--- src/rtl/decode_issue_ctrl.sv ---
// Decode issue controller: one-entry hold register, 16-entry register scoreboard,
// in-flight write limit. Optional writeback bypass: DECODE_ISSUE_WB_BYPASS_EN.
module decode_issue_ctrl #(
  parameter int unsigned MAX_INFLIGHT = 4
) (
  input  logic        clk,
  input  logic        rst,
  input  logic        fetch_valid,
  output logic        fetch_ready,
  input  logic [63:0] fetch_inst,
  output logic [63:0] dec_inst,
  input  logic [3:0]  dec_raddr1,
  input  logic [3:0]  dec_raddr2,
  input  logic [3:0]  dec_waddr,
  input  logic        dec_wen,
  input  logic        dec_imm_sel,
  output logic        issue_valid,
  input  logic        issue_ready,
  input  logic        wb_valid,
  input  logic [3:0]  wb_addr,
  input  logic        flush,
  output logic [15:0] busy,
  output logic [3:0]  inflight_cnt,
  output logic [31:0] stall_cnt,
  output logic        wb_err
);
  localparam int unsigned NREG = 16;
  localparam int unsigned CW   = 4;

  typedef enum logic {EMPTY = 1'b0, FULL = 1'b1} state_t;

  state_t          state, state_nxt;
  logic [NREG-1:0] wb_onehot, set_onehot, clr_onehot, busy_chk;
  logic [CW-1:0]   cnt_chk;
  logic            haz, issue_fire, accept, wb_hit;

  assign wb_onehot = wb_valid ? (NREG'(1) << wb_addr) : '0;
  assign wb_hit    = |(wb_onehot & busy);

  // Register view used for the hazard check; bypass lets a retiring write unblock now
`ifdef DECODE_ISSUE_WB_BYPASS_EN
  assign busy_chk = busy & ~wb_onehot;
  assign cnt_chk  = inflight_cnt - CW'(wb_hit);
`else
  assign busy_chk = busy;
  assign cnt_chk  = inflight_cnt;
`endif

  // busy[0] is never set, so register 0 cannot raise a field hazard
  assign haz = busy_chk[dec_raddr1]
             | (~dec_imm_sel & busy_chk[dec_raddr2])
             | (dec_wen & busy_chk[dec_waddr])
             | (dec_wen & (cnt_chk == CW'(MAX_INFLIGHT)));

  // Hold-register FSM
  always_ff @(posedge clk) begin
    if (!rst) state <= EMPTY;
    else      state <= state_nxt;
  end

  always_comb begin
    state_nxt   = state;
    issue_valid = 1'b0;
    fetch_ready = 1'b0;
    issue_valid = (state == FULL) & ~haz & ~flush;
    fetch_ready = ~flush & ((state == EMPTY) | (issue_valid & issue_ready));
    if (flush)                            state_nxt = EMPTY;
    else if (fetch_valid & fetch_ready)   state_nxt = FULL;
    else if (issue_valid & issue_ready)   state_nxt = EMPTY;
  end

  assign issue_fire = issue_valid & issue_ready;
  assign accept     = fetch_valid & fetch_ready;

  // New writer's set is applied after the retiring clear, so set wins on a collision
  assign set_onehot = (issue_fire & dec_wen & (dec_waddr != 4'd0)) ? (NREG'(1) << dec_waddr) : '0;
  assign clr_onehot = wb_onehot & busy;

  always_ff @(posedge clk) begin
    if (!rst) begin
      dec_inst     <= '0;
      busy         <= '0;
      inflight_cnt <= '0;
      stall_cnt    <= '0;
      wb_err       <= 1'b0;
    end else begin
      if (accept) dec_inst <= fetch_inst;
      busy         <= (busy & ~clr_onehot) | set_onehot;
      inflight_cnt <= inflight_cnt + CW'(|set_onehot) - CW'(|clr_onehot);
      if (wb_valid & (wb_addr != 4'd0) & ~busy[wb_addr]) wb_err <= 1'b1;
      if ((state == FULL) & ~flush & ~issue_valid & (stall_cnt != '1))
        stall_cnt <= stall_cnt + 32'd1;
    end
  end
endmodule

--- config.mk ---
export PLATFORM = sky130hd
export DESIGN_NAME = decode_issue_ctrl
export DESIGN_NICKNAME = d
export VERILOG_FILES = /design/src/rtl/decode_issue_ctrl.sv
export SDC_FILE = /design/constraint.sdc
export NUM_CORES = 1
export LEC_CHECK = 0
export CAP_MARGIN = 20
export CORE_AREA = 2 2 112 114
export DETAILED_ROUTE_END_ITERATION = 8
export DIE_AREA = 0 0 114 116
export PLACE_DENSITY = 0.82
export SYNTH_ARGS = -nofsm -noshare
export SYNTH_HDL_FRONTEND = slang
export SYNTH_SLANG_ARGS = --single-unit
--- constraint.sdc ---
create_clock -name clk -period 7.3 [get_ports clk]
set_input_delay 1.095 -clock clk [delete_from_list [all_inputs] [get_ports clk]]
set_output_delay 1.095 -clock clk [all_outputs]
set_load 0.1 [all_outputs]
# ---- Yosys cells after proc, flatten, opt, wreduce, memory -nomap -nowiden
# Cells that the tools add are included.
dict set report totals {
  reg_bits 118
  input_bits 88
  out_inout_bits 119
  wordCells 65
}
dict set report op_classes {
  n_addsub 3
  magnitude_cmp 4
  n_eq_ne 2
  shift 2
  n_mux 12
  bitwise_logic 30
  n_reduce_logical 6
}
# operator count
set ops {}
lappend ops {{$add A32 B1 Y32 const B} 1}
lappend ops {{$and A16 B16 Y16} 2}
lappend ops {{$mux W16} 2}
lappend ops {{$ne A32 B32 Y1 const B} 1}
lappend ops {{$reduce_or A16 Y1} 2}
lappend ops {{$shl A1 B4 Y16 const A} 2}
lappend ops {{$lt A4 B5 Y1 const B} 4}
lappend ops {{$bmux W1 S4} 4}
lappend ops {{$not A16 Y16} 1}
lappend ops {{$or A16 B16 Y16} 1}
lappend ops {{$and A1 B1 Y1} 15}
lappend ops {{$reduce_bool A4 Y1} 2}
lappend ops {{$not A1 Y1} 7}
lappend ops {{$mux W1} 6}
lappend ops {{$add A4 B1 Y4} 1}
lappend ops {{$eq A4 B3 Y1 const B} 1}
lappend ops {{$or A1 B1 Y1} 4}
lappend ops {{$sub A4 B1 Y4} 1}
lappend ops {{$reduce_bool A2 Y1} 1}
lappend ops {{$reduce_or A2 Y1} 1}

# ---- Logic depth before layout (Yosys ltp)
dict set report logic_depth {
  word_depth 16
  depth_mapped 15
  depth_no_buf 14
}

# ---- Worst setup path after synthesis
# Ideal clock, no wire load.
dict set report synth_timing {
  path_kind {input to output}
  from {input dec_raddr1[0]}
  to {output fetch_ready}
  arrival_time_ns 3.939
  required_time_ns 6.205
  setup_slack_ns 2.266
  cell_stages 5
  n_path_buf 0
  path_cell_list {mux4_1 -> mux4_2 -> nor3_4 -> nand3_2 -> a21oi_1}
}
dict set report synth_between {
  elab_chain_len 11
}
# item line_no
set synth_lines {}
lappend synth_lines {{start: declaration} 12} ;# input logic [3:0] dec_raddr1,
lappend synth_lines {{$bmux W1 S4} 50} ;# assign haz = busy_chk[dec_raddr1]
lappend synth_lines {{$mux W1 (implied by the code)} 50}
lappend synth_lines {{$or A1 B1 Y1} 51} ;# | (~dec_imm_sel & busy_chk[dec_raddr2])
lappend synth_lines {{$or A1 B1 Y1} 52} ;# | (dec_wen & busy_chk[dec_waddr])
lappend synth_lines {{$or A1 B1 Y1} 53} ;# | (dec_wen & (cnt_chk == CW'(MAX_INFLIGHT)));
lappend synth_lines {{$not A1 Y1} 65} ;# issue_valid = (state == FULL) & ~haz & ~flush;
lappend synth_lines {{$and A1 B1 Y1 (2 in a row)} 65}
lappend synth_lines {{$and A1 B1 Y1} 66} ;# fetch_ready = ~flush & ((state == EMPTY) | (issue_valid & issue_ready));
lappend synth_lines {{$or A1 B1 Y1} 66}
lappend synth_lines {{$and A1 B1 Y1} 66}
lappend synth_lines {{end: declaration} 9} ;# output logic fetch_ready,
# Every way passes these cells. The select of a mux whose other input is x is not followed.

# ---- Final worst setup path
dict set report layout_timing {
  from {input dec_raddr1[0]}
  to {output issue_valid}
}
dict set report layout_between {
  elab_chain_len 8
}
# item line_no
set layout_lines {}
lappend layout_lines {{$bmux W1 S4} 50}
lappend layout_lines {{$mux W1 (implied by the code)} 50}
lappend layout_lines {{$or A1 B1 Y1} 51}
lappend layout_lines {{$or A1 B1 Y1} 52}
lappend layout_lines {{$or A1 B1 Y1} 53}
lappend layout_lines {{$not A1 Y1} 65}
lappend layout_lines {{$and A1 B1 Y1 (2 in a row)} 65}
lappend layout_lines {{end: declaration} 17} ;# output logic issue_valid,
# Every way passes these cells. The select of a mux whose other input is x is not followed.

==> impl_metrics.ini <==
[synthesis]
synth_top_cell_by_area = dfxtp_1
synthArstFlopShare = 0
syn_inst = 663
ys.warnings.count = 0
syn_nets = 758
synth_top_family_by_area = simple AND/OR/NAND/NOR gates
synth_top_area_frac = 0.412
synth_cell_type_count = 64
synth-simple-area-share = 0.267
synthAdderAreaFrac = 0.0166
synth-edff-count = 0
synth_ff_type = dfxtp_1
synth_compound_area_frac = 0.140
syn_area_um2 = 5740
synth_xor_area_frac = 0.0229
synthMuxAreaShare = 0.0920
avgSynthCellArea_um2 = 8.65
synth_area_leaders = dfxtp_1 (41%), nand3_1 (7.6%), nand2_1 (6.9%)
synth_seq_cells = 118
yosysSeqAreaShare = 0.412

[finish]
n_antenna_cell = 0
final_cells = 999
nFillCells = 948
layout_commonest_cell = clkdlybuf4s50_1
ff_latch_area_um2 = 2360
syn2layout_area_growth_pct = 44.9
final_util = 0.698
nets = 936
final_cell_mix = clkdlybuf4s50_1 (205), dfxtp_1 (118), nand2_1 (106)
multi_input_area_um2 = 3100
drive_gt1_frac = 0.0704

[timing]
hold_viol = 0
finalClockSkew_ns = 0.00940
rsz0062_at_grt = false
setup_violations = 0
post-route-period-util = 0.781
final_max_slew_viol_count = 0
post-route-min-period_ns = 5.70
fin_setup_tns_ns = 0
setup_slack_ns = 1.60
worstMarginPinSlew_ns = 1.02
slew_headroom = 0.316
timing.fmax_mhz = 175

[route]
drtAntennaViolNets = 0
vias = 5545
wirelength_um = 16600
avgRoutedWirePerCell_um = 16.7
drtIter0Drc = 292
drc_errors = 0
first_pass_iters = 4
via_per_inst = 5.55

[clock_tree]
cts_setup_buffers = 0
clkTransAtPathRegs_ns = 0.05
clkLatencyLatePin_ns = 0.41
clock_path_buffers = 2
hold_buffers = 0
cts.sinks = 118
cts_tree = yes
cts_htree_levels = 4
numCtsBuffers = 17
ctsResizeCount = 0
cts_root_buf = clkbuf_16

[setup_path]
worstPathRequired_ns = 6.20
critPathMaxFanout = 7
crit_path_frequent_cell = clkdlybuf4s50_1
end_kind = output pin
arrival_ns = 4.61
worstPathCellList = clkdlybuf4s50_1 -> mux4_1 -> mux4_2 -> nor3_4 -> and2_1 -> clkdlybuf4s50_1
crit_family = buffers and inverters
cpPeakStageDelay_ns = 1.21
crit_buf_inv = 2
cp_slowest_cell = clkdlybuf4s50_1
start_kind = input port
crit_type = input port to output pin

[place]
gp_congestion = 0.875
hpwl_um = 11400
port_buffers = 206
pre_cts_slack_ns = 1.58
placed_cells = 968

[grt]
grt_max_degree = 129
grt_usage = 0.252
antenna_found_initial = 0
grt_pass1_vias = 5289
grt_pass1_wl_um = 26300
grt_overflow_total = 0

[flow_run]
cap_violations = 0

[pwr]
powerDensity_nw_per_um2 = 222
power_leakage_uw = 0.00307
vdd_ir_drop_max_mv = 0.169

[run_status]
run_status = finished clean

[floorplan]
die_area_um2 = 13200
start_util = 0.482
io-pin-count = 207
core_area_um2 = 11900
die_width_um = 114
die_y_um = 116
core.rowCount = 40

[worst_hold_path]
holdCritPathClass = register to register
## final timing paths
kind | start | end | cells past startpoint | slack (ns)
worst max register to register | busy[11] | inflight_cnt[2] | 11 | 3.74
worst max-delay path | dec_raddr1[0] | issue_valid | 6 | 1.60
worst min-delay path | dec_inst[6] | dec_inst[6] | 2 | 0.46
worst min register to register | dec_inst[6] | dec_inst[6] | 2 | 0.46
## metrics by stage
stage,hold slack [ns],cell area [um^2],total power [uW]
after detailed placement,0.454,7760,1110
after CTS,0.462,8290,1850
after global routing,0.484,8320,1910
after floorplan,0.607,5740,991
final,0.455,8320,1850
after global placement,0.443,7760,1100
## registers in the layout, summed over array words and instances (netlist names)
name and count:
state 1, dec_inst 64, inflight_cnt 4, stall_cnt 32, wb_err 1, busy 16
## cell usage after synthesis, drive strengths merged (2+ instances only)
master  number
nor3b        2
and2        21
a21oi        7
nand3       89
inv         12
o31ai        5
xor2         5
nor4b        2
mux2i       19
a21o         2
nor2b        7
a21boi       2
nand2      107
buf         20
nor3         4
o21ai       82
nand2b      19
nand3b       3
mux4        14
and3        10
and4         6
ha           6
xnor2       10
nor2        12
clkbuf      29
dfxtp      118
o211ai      13
nand4       11
o311ai       4
a211oi       2
## routing by layer
layer / wire, um / global-route usage / share of wire / vias up
li1: - / - / - / 2716
met1: 6630 / 0.294 / 0.40 / 2563
met2: 8110 / 0.413 / 0.49 / 236
met3: 1540 / 0.0994 / 0.092 / 30
met4: 357 / 0.109 / 0.021 / 0
met5: 0 / 0 / 0 / -
## power breakdown
part           leakage, uW  switching, uW  internal (uW)
Sequential        0.000959           15.3            671
Combinational      0.00185            285            128
Clock             0.000266            277            472
## kinds of logic after synthesis
kind of cell,count (synthesis)
adders and majority gates,7
and+or+nand+nor,298
muxes,34
AOI/OAI and AO/OA,130
xor gates and xnor gates,15
DFF,118
buffers and inverters,61
## worst register-to-register path, delay by kind of cell, from the launching register on
family | cells | cell delay (ns)
adder cells (fa/ha/maj) | 3 | 0.87
AND/OR/NAND/NOR | 4 | 0.89
multiplexers | 2 | 1.08
buffers and inverters | 1 | 0.05
flip-flops | 1 | 0.41
XOR/XNOR | 1 | 0.16
## area by class of cell
cell class	count	share of cell area
multi-input combinational	484	0.372
sequential	118	0.284
timing repair buffer	208	0.252
clock buffer	26	0.0612
tap	147	0.0221
inverter	12	0.00542
clock inverter	4	0.00241
(Power assumes the default switching activity.)
==> variant, RTL diff (config.mk and constraints unchanged) <==
Make the reset (`rst`) asynchronous in 2 clocked blocks.
--- a/src/rtl/decode_issue_ctrl.sv
+++ b/src/rtl/decode_issue_ctrl.sv
@@ -54,5 +54,5 @@
 
   // Hold-register FSM
-  always_ff @(posedge clk) begin
+  always_ff @(posedge clk or negedge rst) begin
     if (!rst) state <= EMPTY;
     else      state <= state_nxt;
@@ -77,5 +77,5 @@
   assign clr_onehot = wb_onehot & busy;
 
-  always_ff @(posedge clk) begin
+  always_ff @(posedge clk or negedge rst) begin
     if (!rst) begin
       dec_inst     <= '0;
Function: differs if rst is asserted again (counterexample within 4 cycles, from zero or initial values and one cycle with rst low); with rst held inactive, the same outputs for 4 cycles.
==> variant against the unedited design <==
- wire length is 5.5% lower
- global-route usage decreased by 0.63 points
- non-clock buffer count increased by 1
- critical endpoint is now fetch_ready
- sequential cell count is the same
- cell area is 0.71% higher
- setup slack better by 160 ps
- area after synthesis shrank 0.85%
Power is not compared: it rests on default switching activity, and its combinational part moved more than twofold at a synthesized area within 25%.
==> variant: results (changes against the unedited design) <==
[status]
run_status = completed

[synthesis]
syn_nets = 570  ; -25%
ys_top_cells_by_count = dfrtp_1, mux2_1, o21ai_0, xor2_1
synth_area_leaders = dfrtp_1, mux2_1, xor2_1, mux2_2, o21ai_0
ys_async_sr_fraction_pct = 100  ; +100 points
synth-xor-area-share_pct = 5.08  ; +2.8 points
synthCells = 475  ; -28%
yosysUniqueCellTypes = 46  ; -28%
muxShareOfSynthArea_pct = 19.5  ; +10 points
syn_area_mm2 = 0.00569  ; -0.85%
synth_compound_area_share_pct = 6.60  ; -7.4 points

[global_routing]
grt_antenna_before_repair = 2  ; +2
grt_first_pass_wirelength_um = 24900  ; -5.5%
met1_usage_pct = 29.3  ; -0.17 points
use_met3_pct = 8.47  ; -1.5 points
grt_pass1_vias = 4695  ; -11%
grt_max_degree = 71  ; -45%

[finish]
multi_input_cells = 319  ; -34%
drive_above_1_share_pct = 9.63  ; +2.6 points
sh_seq_area_pct = 35.3  ; +6.9 points
buf_share_pct = 24.9  ; -0.37 points
final_cells = 843  ; -16%
clockBufferCount = 18  ; -31%
fillCellCount = 880  ; -7.2%
nets = 778  ; -17%
num-nonclk-buffers = 209  ; +0.48%
multi_input_area_mm2 = 0.00254  ; -18%

[detailed_routing]
top_layer = met5
wl_per_cell_um = 18.7  ; +12%
vias = 4615  ; -17%
drtIter0Drc = 356  ; +22%
met1_length_um = 6250  ; -5.7%
route.met2.wl_um = 7790  ; -3.9%
first_pass_iters = 5  ; +1

[worst_setup_path]
crit_arrival_ps = 4450  ; -160 ps
critPathMaxFanout = 5  ; -2
slowest_delay_ps = 1140  ; -70 ps

[place]
placed_area_mm2 = 0.00783  ; +0.92%
placed_cells = 811  ; -16%
gp_congestion = 0.918  ; +5.0%
place_ws_ps = 1780  ; +197 ps
dp_hpwl_um = 11500  ; +0.54%

[timing]
skew_ps = 9.41  ; +0.00844 ps
worstMarginPinSlew_ps = 1050  ; +25.7 ps

[hold_path]
min_delay_path_depth = 1  ; -1

[clock_tree]
clock_latency_ps = 410  ; about the same

variant: worst paths after layout:
| check | from | end | slack (ps) |
|---|---|---|---|
| max | dec_raddr1[1] | fetch_ready | 1760 |
| min | dec_inst[56]$_DFFE_PN0P_ | dec_inst[56]$_DFFE_PN0P_ | 480 |
| max reg2reg | busy[15]$_DFF_PN0_ | inflight_cnt[2]$_DFF_PN0_ | 3700 |
| min reg2reg | dec_inst[56]$_DFFE_PN0P_ | dec_inst[56]$_DFFE_PN0P_ | 480 |
| max in group asynchronous | rst | dec_inst[28]$_DFFE_PN0P_ | 5250 |
| min in group asynchronous | rst | dec_inst[58]$_DFFE_PN0P_ | 710 |
variant: power breakdown:
part	leakage, nW	switching, mW	internal (mW)	total, mW
logic	1.87	0.884	0.296	1.18
registers	1.44	0.0690	0.753	0.822
clock network	0.248	0.310	0.443	0.753
total	3.56	1.26	1.49	2.75
